### src/rtl/pipe_ctrl_pkg.sv
// Shared types and constants for the pipeline hazard/sequencing controller.
package pipe_ctrl_pkg;

   typedef enum logic [1:0] {
      RUN      = 2'd0,
      MEM_WAIT = 2'd1,
      ERROR    = 2'd2
   } pctrl_state_t;

   localparam logic [1:0] FWD_RF  = 2'b00;
   localparam logic [1:0] FWD_WB  = 2'b01;
   localparam logic [1:0] FWD_MEM = 2'b10;

   // The M stage holds the younger result, so it wins over W.
   function automatic logic [1:0] fwd_sel(
      input logic [4:0] rs,
      input logic [4:0] rd_m,
      input logic       we_m,
      input logic [4:0] rd_w,
      input logic       we_w
   );
      if (we_m && (rd_m != 5'd0) && (rd_m == rs))
         return FWD_MEM;
      else if (we_w && (rd_w != 5'd0) && (rd_w == rs))
         return FWD_WB;
      else
         return FWD_RF;
   endfunction

endpackage

### src/rtl/pipeline_ctrl_forward_unit.sv
// Combinational EX-stage operand forwarding selects.
module forward_unit
   import pipe_ctrl_pkg::*;
(
   input  logic [4:0] rs1_E,
   input  logic [4:0] rs2_E,
   input  logic [4:0] rd_M,
   input  logic       RegWrite_M,
   input  logic [4:0] rd_W,
   input  logic       RegWrite_W,
   output logic [1:0] fwd_a,
   output logic [1:0] fwd_b
);

   assign fwd_a = fwd_sel(rs1_E, rd_M, RegWrite_M, rd_W, RegWrite_W);
   assign fwd_b = fwd_sel(rs2_E, rd_M, RegWrite_M, rd_W, RegWrite_W);

endmodule

### src/rtl/pipeline_ctrl.sv
// Hazard controller: forwarding, load-use stall, branch flush, memory-wait
// freeze with timeout into a sticky error state, and a stall-cycle counter.
module pipeline_ctrl
   import pipe_ctrl_pkg::*;
#(
   parameter int unsigned MAX_WAIT = 16
)
(
   input  logic        clk,
   input  logic        rst_n,
   input  logic [4:0]  rs1_D,
   input  logic [4:0]  rs2_D,
   input  logic [4:0]  rs1_E,
   input  logic [4:0]  rs2_E,
   input  logic [4:0]  rd_E,
   input  logic        MemRead_E,
   input  logic        PCSrc_E,
   input  logic [4:0]  rd_M,
   input  logic        RegWrite_M,
   input  logic        MemRead_M,
   input  logic        MemWrite_M,
   input  logic [4:0]  rd_W,
   input  logic        RegWrite_W,
   input  logic        mem_ready,
   output logic        StallF,
   output logic        StallD,
   output logic        StallE,
   output logic        StallM,
   output logic        FlushD,
   output logic        FlushE,
   output logic        FlushW,
   output logic [1:0]  ForwardAE,
   output logic [1:0]  ForwardBE,
   output logic        mem_req,
   output logic        mem_err,
   output logic [31:0] stall_cnt
);

   localparam logic [7:0] WAIT_LAST = 8'(MAX_WAIT - 1);

   pctrl_state_t state_reg, state_next;
   logic [7:0]   wait_cnt_reg;
   logic [31:0]  stall_cnt_reg;
   logic         mem_err_reg;

   logic [1:0] fwd_a, fwd_b;
   logic       mem_acc, load_use;
   logic       stall_f, stall_d, stall_e, stall_m;
   logic       flush_d, flush_e, flush_w, req;

   forward_unit u_forward (
      .rs1_E      (rs1_E),
      .rs2_E      (rs2_E),
      .rd_M       (rd_M),
      .RegWrite_M (RegWrite_M),
      .rd_W       (rd_W),
      .RegWrite_W (RegWrite_W),
      .fwd_a      (fwd_a),
      .fwd_b      (fwd_b)
   );

   assign mem_acc  = MemRead_M | MemWrite_M;
   assign load_use = MemRead_E && (rd_E != 5'd0) && ((rd_E == rs1_D) || (rd_E == rs2_D));

   always_comb begin
      state_next = state_reg;
      stall_f    = 1'b0;
      stall_d    = 1'b0;
      stall_e    = 1'b0;
      stall_m    = 1'b0;
      flush_d    = 1'b0;
      flush_e    = 1'b0;
      flush_w    = 1'b0;
      req        = 1'b0;
      unique case (state_reg)
         RUN: begin
            req = mem_acc;
            if (mem_acc && !mem_ready) begin
               state_next = MEM_WAIT;
               {stall_f, stall_d, stall_e, stall_m, flush_w} = 5'b11111;
            end else if (PCSrc_E) begin
               flush_d = 1'b1;
               flush_e = 1'b1;
            end else if (load_use) begin
               stall_f = 1'b1;
               stall_d = 1'b1;
               flush_e = 1'b1;
            end
         end
         MEM_WAIT: begin
            req = mem_acc;
            if (mem_ready) begin
               state_next = RUN;
            end else begin
               // The timeout cycle still freezes: the access never completed.
               if (wait_cnt_reg == WAIT_LAST)
                  state_next = ERROR;
               {stall_f, stall_d, stall_e, stall_m, flush_w} = 5'b11111;
            end
         end
         ERROR: begin
            {stall_f, stall_d, stall_e, stall_m, flush_w} = 5'b11111;
         end
         default: state_next = RUN;
      endcase
   end

   always_ff @(posedge clk or negedge rst_n) begin
      if (!rst_n) begin
         state_reg     <= RUN;
         wait_cnt_reg  <= 8'd0;
         stall_cnt_reg <= 32'd0;
         mem_err_reg   <= 1'b0;
      end else begin
         state_reg <= state_next;
         if (state_reg != MEM_WAIT)
            wait_cnt_reg <= 8'd0;
         else
            wait_cnt_reg <= wait_cnt_reg + 8'd1;
         if (stall_f && (stall_cnt_reg != 32'hFFFF_FFFF))
            stall_cnt_reg <= stall_cnt_reg + 32'd1;
         if (state_next == ERROR)
            mem_err_reg <= 1'b1;
      end
   end

   // Every output is forced low while reset is held, even the combinational ones.
   assign StallF    = rst_n & stall_f;
   assign StallD    = rst_n & stall_d;
   assign StallE    = rst_n & stall_e;
   assign StallM    = rst_n & stall_m;
   assign FlushD    = rst_n & flush_d;
   assign FlushE    = rst_n & flush_e;
   assign FlushW    = rst_n & flush_w;
   assign mem_req   = rst_n & req;
   assign ForwardAE = rst_n ? fwd_a : FWD_RF;
   assign ForwardBE = rst_n ? fwd_b : FWD_RF;
   assign mem_err   = mem_err_reg;
   assign stall_cnt = stall_cnt_reg;

endmodule

### config.mk
export PLATFORM = sky130hd
export DESIGN_NAME = pipeline_ctrl
export DESIGN_NICKNAME = d
export VERILOG_FILES = /design/src/rtl/pipe_ctrl_pkg.sv /design/src/rtl/pipeline_ctrl_forward_unit.sv /design/src/rtl/pipeline_ctrl.sv
export SDC_FILE = /design/constraint.sdc
export NUM_CORES = 1
export LEC_CHECK = 0
export BUFFER_PORTS_ARGS = -buffer_cell sky130_fd_sc_hd__buf_2
export CAP_MARGIN = 20
export CORE_MARGIN = 5
export CORE_UTILIZATION = 50
export DETAILED_ROUTE_END_ITERATION = 8
export PLACE_DENSITY = 0.88
export SETUP_SLACK_MARGIN = 0.2
export SLEW_MARGIN = 20
export SYNTH_ARGS = -nofsm -noshare
export SYNTH_HDL_FRONTEND = slang
export SYNTH_HIERARCHICAL = 1
export SYNTH_SLANG_ARGS = --single-unit
### constraint.sdc
create_clock -name clk -period 2.32 [get_ports clk]
set_input_delay 0.232 -clock clk [delete_from_list [all_inputs] [get_ports clk]]
set_output_delay 0.232 -clock clk [all_outputs]
set_load 0.005 [all_outputs]
* Yosys cells after proc, flatten, opt, wreduce, memory -nomap -nowiden
Index checks and enable logic that the tools add are counted.
** Word-level totals
- Logic and storage cells :: 66
- Bits in registers :: 43
- Output and inout port bits :: 45
** Operators by class
- Equality and inequality tests :: 12
- Multiplexer cells :: 25
- Bitwise operators :: 6
- Reductions and logical operators :: 17
- Add/subtract/negate cells :: 2
** Operators with widths (count)
- adder 32 x 1 -> 32 bit, second input constant :: 1
- inequality test 32 bit, second input constant :: 1
- equality test 5 bit :: 6
- nonzero test 5 bit :: 3
- 2-to-1 mux 1 bit :: 14
- 2-to-1 mux 2 bit :: 7
- logical AND 1 bit :: 10
- adder 8 x 1 -> 8 bit, second input constant :: 1
- equality test 8 x 4 -> 1 bit, second input constant :: 1
- 2-to-1 mux 8 bit :: 1
- case mux 1 bit (3 select lines) :: 2
- case mux 2 bit (3 select lines) :: 1
- bitwise AND 1 bit :: 5
- equality test 2 bit, second input constant :: 2
- equality test 2 x 1 -> 1 bit, second input constant :: 1
- logical NOT 2 bit :: 1
- inequality test 2 x 1 -> 1 bit, second input constant :: 1
- OR reduction 2 bit :: 1
- logical NOT 1 bit :: 1
- logical OR 1 bit :: 1
- bitwise OR 1 bit :: 1

* Depth between registers and ports, before layout
Gate-level depths: netlist of the first run.
- Depth in word-level cells :: 8
- Depth in mapped cells :: 9
- Depth with buffers taken out :: 6

* By module
The synthesis of the first run kept the hierarchy.
** Modules (own cells, without submodules)
- pipeline_ctrl :: instances 1, cells each 235, area each 2293.4 sq um
- forward_unit :: instances 1, cells each 34, area each 257.7 sq um

* Worst setup path before layout of the first run
Ideal clock, no wire load.
- Path kind :: register -> register
- Start :: reg stall_cnt_reg[3], in the netlist stall_cnt[3]
- End :: reg stall_cnt_reg[29], in the netlist stall_cnt[29]
- Cell stages (with the launch flop) :: 9
- Buffers on the path :: 2
- Arrival :: 1.910 ns
- Slack :: 0.272 ns
- Path through :: dfrtp_1 > and3_4 > nand4_1 > or4_1 > buf_2 > nand4_4 > buf_6 > nor4_1 > xor2_1
** Between the ends
- Longest elaborated chain between the ends :: 2
** Ends and longest elaborated chain
- start: declaration :: RTL line pipeline_ctrl.sv:43 : logic [31:0] stall_cnt_reg;
- start signal: assignment :: RTL line pipeline_ctrl.sv:121 : stall_cnt_reg <= stall_cnt_reg + 32'd1;
- branches (longest 2 deep; another with adder 32 x 1 -> 32 bit)
Several ways; the timed one is not identified.
A chain may end at the register's enable or synchronous reset.

* Worst setup path after layout of the first run
- Start :: reg stall_cnt_reg[3], in the netlist stall_cnt[3]
- End :: reg stall_cnt_reg[1], in the netlist stall_cnt[1]
** Between the ends
- Longest elaborated chain between the ends :: 2
** Ends and longest elaborated chain
- inequality test 32 bit :: RTL line pipeline_ctrl.sv:120 : if (stall_f && (stall_cnt_reg != 32'hFFFF_FFFF))
- logical AND 1 bit :: RTL line pipeline_ctrl.sv:120
Every way passes these cells.

==> results.sh, run 1 <==
export IMPL_status="completed"
export IMPL_multi_input_area_um2=1430
export IMPL_vias_per_cell=5.32
export IMPL_totalWireLength_um=6210
export IMPL_die_height_um=81.4
export IMPL_grt_max_degree=36
export IMPL_ys_seq_area_share_pct=42.2
export IMPL_drt_iter0_drc=101
export IMPL_fmax_mhz=491
export IMPL_crit_required_ns=2.50
export IMPL_syn2layout_area_growth_pct=27.6
export IMPL_fin_nets=413
export IMPL_met1_usage_pct=23.3
export IMPL_setup_viol=0
export IMPL_end_kind="flip-flop"
export IMPL_drive_gt1_share_pct=34.8
export IMPL_grt_util_met3_pct=5.59
export IMPL_dr_total_vias=2331
export IMPL_initial_core_util_pct=50.6
export IMPL_grt_use_total_pct=19.4
export IMPL_grt_ovfl_total=0
export IMPL_slowest_stage="or4_4"
export IMPL_worstSetupStartpointType="flip-flop"
export IMPL_path_cells="and3_4 -> nand4_1 -> or4_4 -> nand2b_1 -> mux2_2"
export IMPL_fp_coreArea_um2=5040
export IMPL_cp_arrival_ns=2.21
export IMPL_diodes=0
export IMPL_die_area_um2=6630
export IMPL_grt_busiest_layer="met2"
export IMPL_pin_count=89
export IMPL_ys_ff_latch=43
export IMPL_hold_viol=0
export IMPL_use_met2_pct=32.9
export IMPL_clk_latency_ns=0.30
export IMPL_grt_setup_unrepaired="no"
export IMPL_tns_ns=0
export IMPL_gp_congestion=0.841
export IMPL_antenna_left=0
export IMPL_layout_min_cycle_time_ns=2.04
export IMPL_antenna_found_initial=0
export IMPL_hold_ws_ns=0.247
export IMPL_slew_viol_final=0
export IMPL_port_buffers=88
export IMPL_wl_per_cell_um=14.2
export IMPL_syn_inst=269
export IMPL_clockBufferDepth=2
export IMPL_final_area_um2=3250
export IMPL_seq_area_um2=1080
export IMPL_root_buffer="clkbuf_8"
export IMPL_drv_cap=0
export IMPL_period_share_pct=87.8
export IMPL_rows=26
export IMPL_synth_nets=315
export IMPL_min_path_type="in -> reg"
export IMPL_ys_types=35
export IMPL_cts_made_buffers=5
export IMPL_fillCellCount=406
export IMPL_yosys_warnings=6
export IMPL_criticalPathCategory="reg -> reg"
export IMPL_dpl_hpwl_um=4780
export IMPL_grt_pass1_vias=2265
export IMPL_post_dp_cell_area_um2=3070
export IMPL_path_clk_slew_ns=0.09
export IMPL_fin_skew_ns=0.0111
export IMPL_cts_htree_levels=2
export IMPL_die_w_um=81.4
export IMPL_synth_avg_cell_area_um2=9.48
export IMPL_numClockSinks=43
export IMPL_drtPass1Iterations=4
export IMPL_cts_tree="yes"
export IMPL_largest_reg_flops=32
export IMPL_max_stage_delay_ns=0.62
export IMPL_p_leak_uw=0.00133
export IMPL_powerDensity_nw_per_um2=654
export IMPL_drc=0
export IMPL_worstPathMaxFanout=6
export IMPL_grt_pass1_wl_um=9980
export IMPL_tightest_slew_ns=0.445
export IMPL_ir_drop_uv=429
export IMPL_syn_area_um2=2550
export IMPL_slew_headroom_pct=70.0
-- through the flow --
step	power [µW]	worst slack (ns)	util [%]	instances
final	2130	0.284	64.5	438
after global routing	2270	0.191	64.5	438
after detailed placement	1640	0.134	60.8	423
after CTS	2130	0.214	63.1	432
after floorplan	1340	0.272	-	269
after global placement	1600	0.224	60.8	423
-- final cells by class --
| cell class | count | area share, % |
|---|---|---|
| multi-input combinational | 212 | 43.8 |
| sequential | 43 | 33.3 |
| timing repair buffer | 102 | 17.0 |
| tap | 70 | 2.69 |
| clock buffer | 5 | 2.11 |
| clock inverter | 3 | 0.769 |
| inverter | 3 | 0.346 |
-- cell usage in the layout, fill, tap and decap left out, types with 2 or more instances in the layout --
master	instances
and2_1	5
clkbuf_8	5
inv_1	3
a21oi_1	2
buf_2	88
nand2_1	26
clkinv_4	2
xnor2_1	30
nand4_1	12
buf_4	12
and3_1	5
nor2_1	24
or3_1	2
mux2_2	2
o21ai_0	3
xor2_1	35
nor4_1	15
nor3_1	12
dfrtp_2	6
dfrtp_1	37
or4_1	3
nand3_1	13
and4_1	4
-- cell families after synthesis --
logic type	synth area share (%)
xor+xnor	22.3
fa+ha+maj	0.981
flops	42.2
buf+inv	3.09
compound gates	2.50
mux	0.883
simple gates	28.1
-- cells in the mapped netlist (all sizes together) --
cell    instances  share of area, %
a21oi           3              0.59
a31oi           1              0.25
and2            5               1.2
and3            6               1.7
and4            5               1.7
buf            10               2.5
clkbuf          1              0.15
dfrtp          43                42
ha              2              0.98
inv             3              0.44
mux2            2              0.88
nand2          26               3.8
nand2b          1              0.25
nand3          13               2.6
nand4          13               3.8
nor2           24               3.5
nor2b           1              0.25
nor3           13               2.6
nor3b           1              0.29
nor4           16               4.2
nor4b           1              0.34
o21ai           5               1.1
o22ai           1              0.25
o31ai           1              0.29
or2             1              0.25
or3             2              0.49
or4             4               1.2
xnor2          30                10
xor2           35                12
-- power by group --
part,switching [µW],internal [µW]
Combinational,302,315
Clock,270,215
Sequential,155,872
Total,727,1400
-- worst max-delay path: cells and delay by family (launching register included) --
family,cells,cell delay (ns)
and+or+nand+nor,4,1.13
DFF,1,0.44
muxes,1,0.34
-- repair_timing --
item                                    4_1_cts  5_1_grt
endpoints found under the setup margin       16       17
buffers inserted                              0        6
pin swaps                                     0        1
hold buffers                                  1        0
gates resized for setup                       3       11
endpoints found under the hold margin         8        0
-- worst paths after layout --
kind                                       to         start  slack [ns]  cells past startpoint
worst max register to register   stall_cnt[1]  stall_cnt[3]        0.28                      5
worst max-delay path             stall_cnt[1]  stall_cnt[3]        0.28                      5
min in group asynchronous        stall_cnt[4]         rst_n        0.37                      2
max in group asynchronous       stall_cnt[24]         rst_n        1.18                      3
worst min-delay path             state_reg[0]     mem_ready        0.25                      4
worst min register to register        mem_err       mem_err        0.48                      1
-- layer usage --
metal	vias to the layer above	part of all wire (%)
met4	0	1.3
met5	-	0
li1	1135	-
met3	9	9.6
met1	1094	41
met2	93	48
Note: power is estimated with default switching activity, not from simulation.
==> run 2, diff against run 1 <==
BUFFER_PORTS_ARGS = -buffer_cell sky130_fd_sc_hd__buf_4   (was -buffer_cell sky130_fd_sc_hd__buf_2)
HOLD_SLACK_MARGIN = 0.1   (was default)
==> run 2 against run 1 <==
  * Utilization increased by 6.3 points
  * Maximum frequency shrank 1.5%
  * Register-to-register slack lost 0.03 ns
  * Clock-buffer cell count up 1
  * Die area stayed put
  * Non-clock buffer count rose by 4
  * Cell count rose by 1.1%
  * Flip-flop and latch count unchanged
  * Critical path type unchanged
  * Critical endpoint is now stall_cnt[25]
==> results.sh, run 2 (synthesis results as in run 1) <==
export IMPL_status="completed"
export IMPL_dp_cells=426
export IMPL_ir_drop_uv=521
export IMPL_final_area_um2=3570
export IMPL_largest_reg_flops=32
export IMPL_grt_setup_unrepaired="yes"
export IMPL_dr_total_vias=2415
export IMPL_criticalPathCategory="reg -> reg"
export IMPL_tightest_slew_ns=0.456
export IMPL_antenna_left=0
export IMPL_die_area_um2=6630
export IMPL_die_height_um=81.4
export IMPL_fin_skew_ns=0.00832
export IMPL_port_buffers=88
export IMPL_fmax_mhz=484
export IMPL_p_leak_uw=0.00147
export IMPL_cp_startpoint="stall_cnt[3]"
export IMPL_slew_viol_final=0
export IMPL_numClockSinks=43
export IMPL_fp_coreArea_um2=5040
export IMPL_clockBufferDepth=2
export IMPL_path_clk_slew_ns=0.08
export IMPL_crit_required_ns=2.48
export IMPL_final_cell_mix="105 x buf_4, 42 x dfrtp_1, 35 x xor2_1"
export IMPL_root_buffer="clkbuf_8"
export IMPL_path_cells="and3_4 -> nand4_1 -> or4_4 -> nand4_4 -> nor4_1 -> xor2_1"
export IMPL_die_w_um=81.4
export IMPL_multi_input_area_um2=1470
export IMPL_vias_per_cell=5.45
export IMPL_tns_ns=0
export IMPL_initial_core_util_pct=50.6
export IMPL_syn2layout_area_growth_pct=40.1
export IMPL_slowest_stage="or4_4"
export IMPL_diodes=0
export IMPL_gp_congestion=0.846
export IMPL_grt_ovfl_total=0
export IMPL_grt_use_total_pct=21.1
export IMPL_drtPass1Iterations=4
export IMPL_slew_headroom_pct=69.6
export IMPL_worstSetupStartpointType="flip-flop"
export IMPL_instances_no_fill=443
export IMPL_period_share_pct=89.1
export IMPL_grt_pass1_wl_um=10900
export IMPL_pin_count=89
export IMPL_min_from="mem_ready"
export IMPL_min_path_type="in -> reg"
export IMPL_hold_viol=0
export IMPL_powerDensity_nw_per_um2=691
export IMPL_antenna_found_initial=0
export IMPL_cts_tree="yes"
export IMPL_rows=26
export IMPL_grt_max_degree=37
export IMPL_post_dp_cell_area_um2=3310
export IMPL_layout_min_cycle_time_ns=2.07
export IMPL_end_kind="flip-flop"
export IMPL_worstPathMaxFanout=7
export IMPL_grt_pass1_vias=2393
export IMPL_cts_htree_levels=2
export IMPL_drc=0
export IMPL_dpl_hpwl_um=5110
export IMPL_drt_iter0_drc=117
export IMPL_wl_per_cell_um=16.1
export IMPL_drive_gt1_share_pct=35.1
export IMPL_setup_viol=0
export IMPL_final_common_cell="buf_4"
export IMPL_rr_startpoint="stall_cnt[3]"
export IMPL_max_stage_delay_ns=0.67
export IMPL_cp_arrival_ns=2.23
export IMPL_fillCellCount=384
export IMPL_seq_area_um2=1080
export IMPL_post_route_util_pct=70.9
export IMPL_cts_made_buffers=5
export IMPL_totalWireLength_um=7150
export IMPL_clk_latency_ns=0.30
export IMPL_fin_nets=418
export IMPL_drv_cap=0
run 2: cell types whose count changed in the layout (fill, tap and decap cells not counted), moves of 2 or more:
cell,before,now
dfrtp_2,6,1
buf_4,12,105
nor4_2,1,4
clkinv_4,2,0
bufinv_16,0,2
nor4_1,15,12
dfrtp_1,37,42
buf_2,88,0
run 2: repair_timing:
| item | CTS | global route |
|---|---|---|
| gates resized for setup | 1 | 10 |
| endpoints found under the hold margin | 7 | 0 |
| buffers inserted | 0 | 7 |
| hold buffers | 1 | 0 |
| endpoints found under the setup margin | 13 | 23 |
| cloned | 0 | 1 |
| pin swaps | 0 | 2 |
run 2: per-layer routing:
metal	wire, µm	share of wire, %	vias to the layer above	global-route usage, %
met5	0	0	-	0
met4	116	1.6	0	7.43
met3	620	8.7	14	5.81
met2	3460	48	111	34.4
met1	2960	41	1147	26.8
li1	-	-	1143	-
run 2: final cells by class:
cell class	instances	share of cell area [%]
well taps	70	2.45
repair buffers	106	22.3
inverters	3	0.315
flip-flops and latches	43	30.1
multi-input cells	213	41.0
clock buffers	6	2.03
clock inverters	2	1.68
run 2: final timing paths:
check | to | slack, ns | cells after the start
max | stall_cnt[25] | 0.25 | 6
min reg2reg | mem_err | 0.48 | 1
max reg2reg | stall_cnt[25] | 0.25 | 6
min | state_reg[0] | 0.22 | 4
min in group asynchronous | stall_cnt[0] | 0.33 | 2
max in group asynchronous | stall_cnt[25] | 1.27 | 3
run 2: worst max-delay path, delay by kind of cell, from the launching register on:
| kind | cells | cell delay [ns] |
|---|---|---|
| and+or+nand+nor | 5 | 1.36 |
| xor gates and xnor gates | 1 | 0.15 |
| DFF | 1 | 0.43 |
run 2: report_power, final:
part,total [µW],switching (µW),internal [µW]
sequential,1030,160,869
clock,686,255,430
combinational,756,341,415
run 2: metrics by stage:
step                      total power (µW)  hold slack (ns)  setup WS, ns
after floorplan                       1340          -0.0636         0.272
after global placement                1680           0.0896         0.237
after detailed placement              1710           0.0879         0.132
after CTS                             2390            0.229         0.219
after global routing                  2620            0.229         0.116
final                                 2470            0.224         0.253
==> run 3, diff against run 2 <==
CORE_UTILIZATION = 45   (was 50)
PLACE_DENSITY = 0.81   (was 0.88)
==> run 3 against run 2 <==
  * Critical path depth unchanged
  * Utilization down 7.7 points
  * Die area up 9.7%
  * Sequential power about the same
  * Final area down 2.7%
  * Clock power down 25%
  * Sequential share of layout area up 0.97 points
  * Combinational power down 12%
  * Routed wire length down 13%
  * Non-clock buffer count down 5
  * Flip-flop and latch count unchanged
  * Critical endpoint is now stall_cnt[13]
  * Largest cell class unchanged
  * Largest power group unchanged
==> results.sh, run 3 (synthesis results as in run 1) <==
export IMPL_cts_tree="yes"
export IMPL_powerDensity_nw_per_um2=638
export IMPL_die_w_um=85.3
export IMPL_slew_viol_final=0
export IMPL_internal_power_uw=1530
export IMPL_endpoint="stall_cnt[13]"
export IMPL_rows=27
export IMPL_pwr_share_comb_pct=30.1
export IMPL_gp_congestion=0.801
export IMPL_grt_pass1_wl_um=10300
export IMPL_setup_viol=0
export IMPL_cp_startpoint="stall_cnt[24]"
export IMPL_tightest_slew_ns=0.406
export IMPL_root_buffer="clkbuf_8"
export IMPL_largest_reg_flops=32
export IMPL_vias_per_cell=5.26
export IMPL_hold_viol=0
export IMPL_tns_ns=0
export IMPL_fp_coreArea_um2=5510
export IMPL_antenna_left=0
export IMPL_numClockSinks=43
export IMPL_final_cell_mix="98 x buf_4, 38 x dfrtp_1, 35 x xor2_1"
export IMPL_grt_pass1_vias=2318
export IMPL_totalWireLength_um=6190
export IMPL_rr_startpoint="stall_cnt[24]"
export IMPL_dr_total_vias=2308
export IMPL_grt_max_degree=33
export IMPL_drive_gt1_share_pct=33.2
export IMPL_p_switching_uw=692
export IMPL_slew_headroom_pct=72.9
export IMPL_total_power_uw=2220
export IMPL_final_common_cell="buf_4"
export IMPL_criticalPathCategory="reg -> reg"
export IMPL_fin_nets=412
export IMPL_crit_required_ns=2.48
export IMPL_r2r_slack_ns=0.28
export IMPL_fmax_mhz=490
export IMPL_worstSetupStartpointType="flip-flop"
export IMPL_end_kind="flip-flop"
export IMPL_path_clk_slew_ns=0.08
export IMPL_period_share_pct=87.9
export IMPL_drtPass1Iterations=4
export IMPL_slowest_stage="or4_4"
export IMPL_status="completed"
export IMPL_drc=0
export IMPL_port_buffers=88
export IMPL_min_path_type="in -> reg"
export IMPL_grt_use_total_pct=17.3
export IMPL_die_area_um2=7280
export IMPL_syn2layout_area_growth_pct=36.3
export IMPL_r2r_end="stall_cnt[13]"
export IMPL_die_height_um=85.3
export IMPL_worstPathMaxFanout=13
export IMPL_power_frac_clock_pct=23.3
export IMPL_cts_htree_levels=2
export IMPL_power_frac_seq_pct=46.6
export IMPL_diodes=0
export IMPL_wl_per_cell_um=14.1
export IMPL_drv_cap=0
export IMPL_fillCellCount=508
export IMPL_r2r_cells=6
export IMPL_p_leak_uw=0.00143
export IMPL_pin_count=89
export IMPL_swShare_pct=31.2
export IMPL_dpl_hpwl_um=4810
export IMPL_max_stage_delay_ns=0.61
export IMPL_clk_latency_ns=0.29
export IMPL_grt_setup_unrepaired="yes"
export IMPL_path_cells="and4_1 -> nand3_1 -> or4_4 -> nand4_4 -> nor4b_1 -> xor2_1"
export IMPL_grt_ovfl_total=0
export IMPL_clockBufferDepth=2
export IMPL_drt_iter0_drc=101
export IMPL_initial_core_util_pct=46.3
export IMPL_hold_depth=4
export IMPL_antenna_found_initial=0
export IMPL_fin_skew_ns=0.00855
export IMPL_cp_arrival_ns=2.20
export IMPL_cts_made_buffers=5
export IMPL_layout_min_cycle_time_ns=2.04
export IMPL_ir_drop_uv=300
## run 3: per-stage QoR
step / hold slack, ns / cell area [µm²] / utilization, % / instances / setup WS [ns]
3_5_place_dp: 0.109 / 3300 / 59.9 / 426 / 0.137
5_1_grt: 0.257 / 3480 / 63.2 / 439 / 0.174
3_3_place_gp: 0.107 / 3300 / 59.9 / 426 / 0.215
4_1_cts: 0.215 / 3420 / 62.1 / 435 / 0.226
2_1_floorplan: -0.0636 / 2550 / - / 269 / 0.272
6_report: 0.235 / 3480 / 63.2 / 439 / 0.281
## run 3: power groups by stage
| stage | clock network (µW) | logic [µW] | registers [µW] |
|---|---|---|---|
| 6_report | 517 | 668 | 1030 |
| 5_1_grt | 563 | 742 | 1060 |
| 4_1_cts | 529 | 671 | 1030 |
| 3_5_place_dp | 0 | 666 | 1050 |
| 3_3_place_gp | 0 | 649 | 1040 |
| 2_1_floorplan | 0 | 320 | 1020 |
## run 3: worst max-delay path: cells and delay by family (launching register included)
kind          cells  cell delay, ns
simple gates      5            1.33
flops             1            0.43
xor+xnor          1            0.15
## run 3: layer usage
metal | wire length (µm) | global-route usage, % | part of all wire [%] | vias to the layer above
met5 | 0 | 0 | 0 | -
met2 | 3080 | 29.7 | 50 | 74
met4 | 65 | 4.32 | 1.1 | 0
met3 | 432 | 4.37 | 7.0 | 7
met1 | 2610 | 21.5 | 42 | 1096
li1 | - | - | - | 1131
## run 3: worst min-delay path by stage
stage	from	end	slack, ns
final	mem_ready	state_reg[0]	0.24
after global routing	mem_ready	state_reg[0]	0.26
after CTS	mem_ready	state_reg[0]	0.22
after detailed placement	rst_n	wait_cnt_reg[3]	0.11
after global placement	rst_n	wait_cnt_reg[4]	0.11
after floorplan	rst_n	mem_err	-0.06
## run 3: timing repair
action | in CTS | in global routing
setup endpoints to repair | 15 | 17
hold buffers | 1 | 0
pin swaps | 0 | 3
resized for setup | 4 | 6
setup buffers | 0 | 4
endpoints found under the hold margin | 11 | 0
## run 3: area by class of cell
type / count / area (µm²) / area share (%)
sequential: 43 / 1080 / 31.1
multi-input combinational: 212 / 1420 / 40.8
timing repair buffer: 101 / 777 / 22.3
inverter: 3 / 11.3 / 0.324
tap: 72 / 90.1 / 2.59
clock buffer: 8 / 100 / 2.88
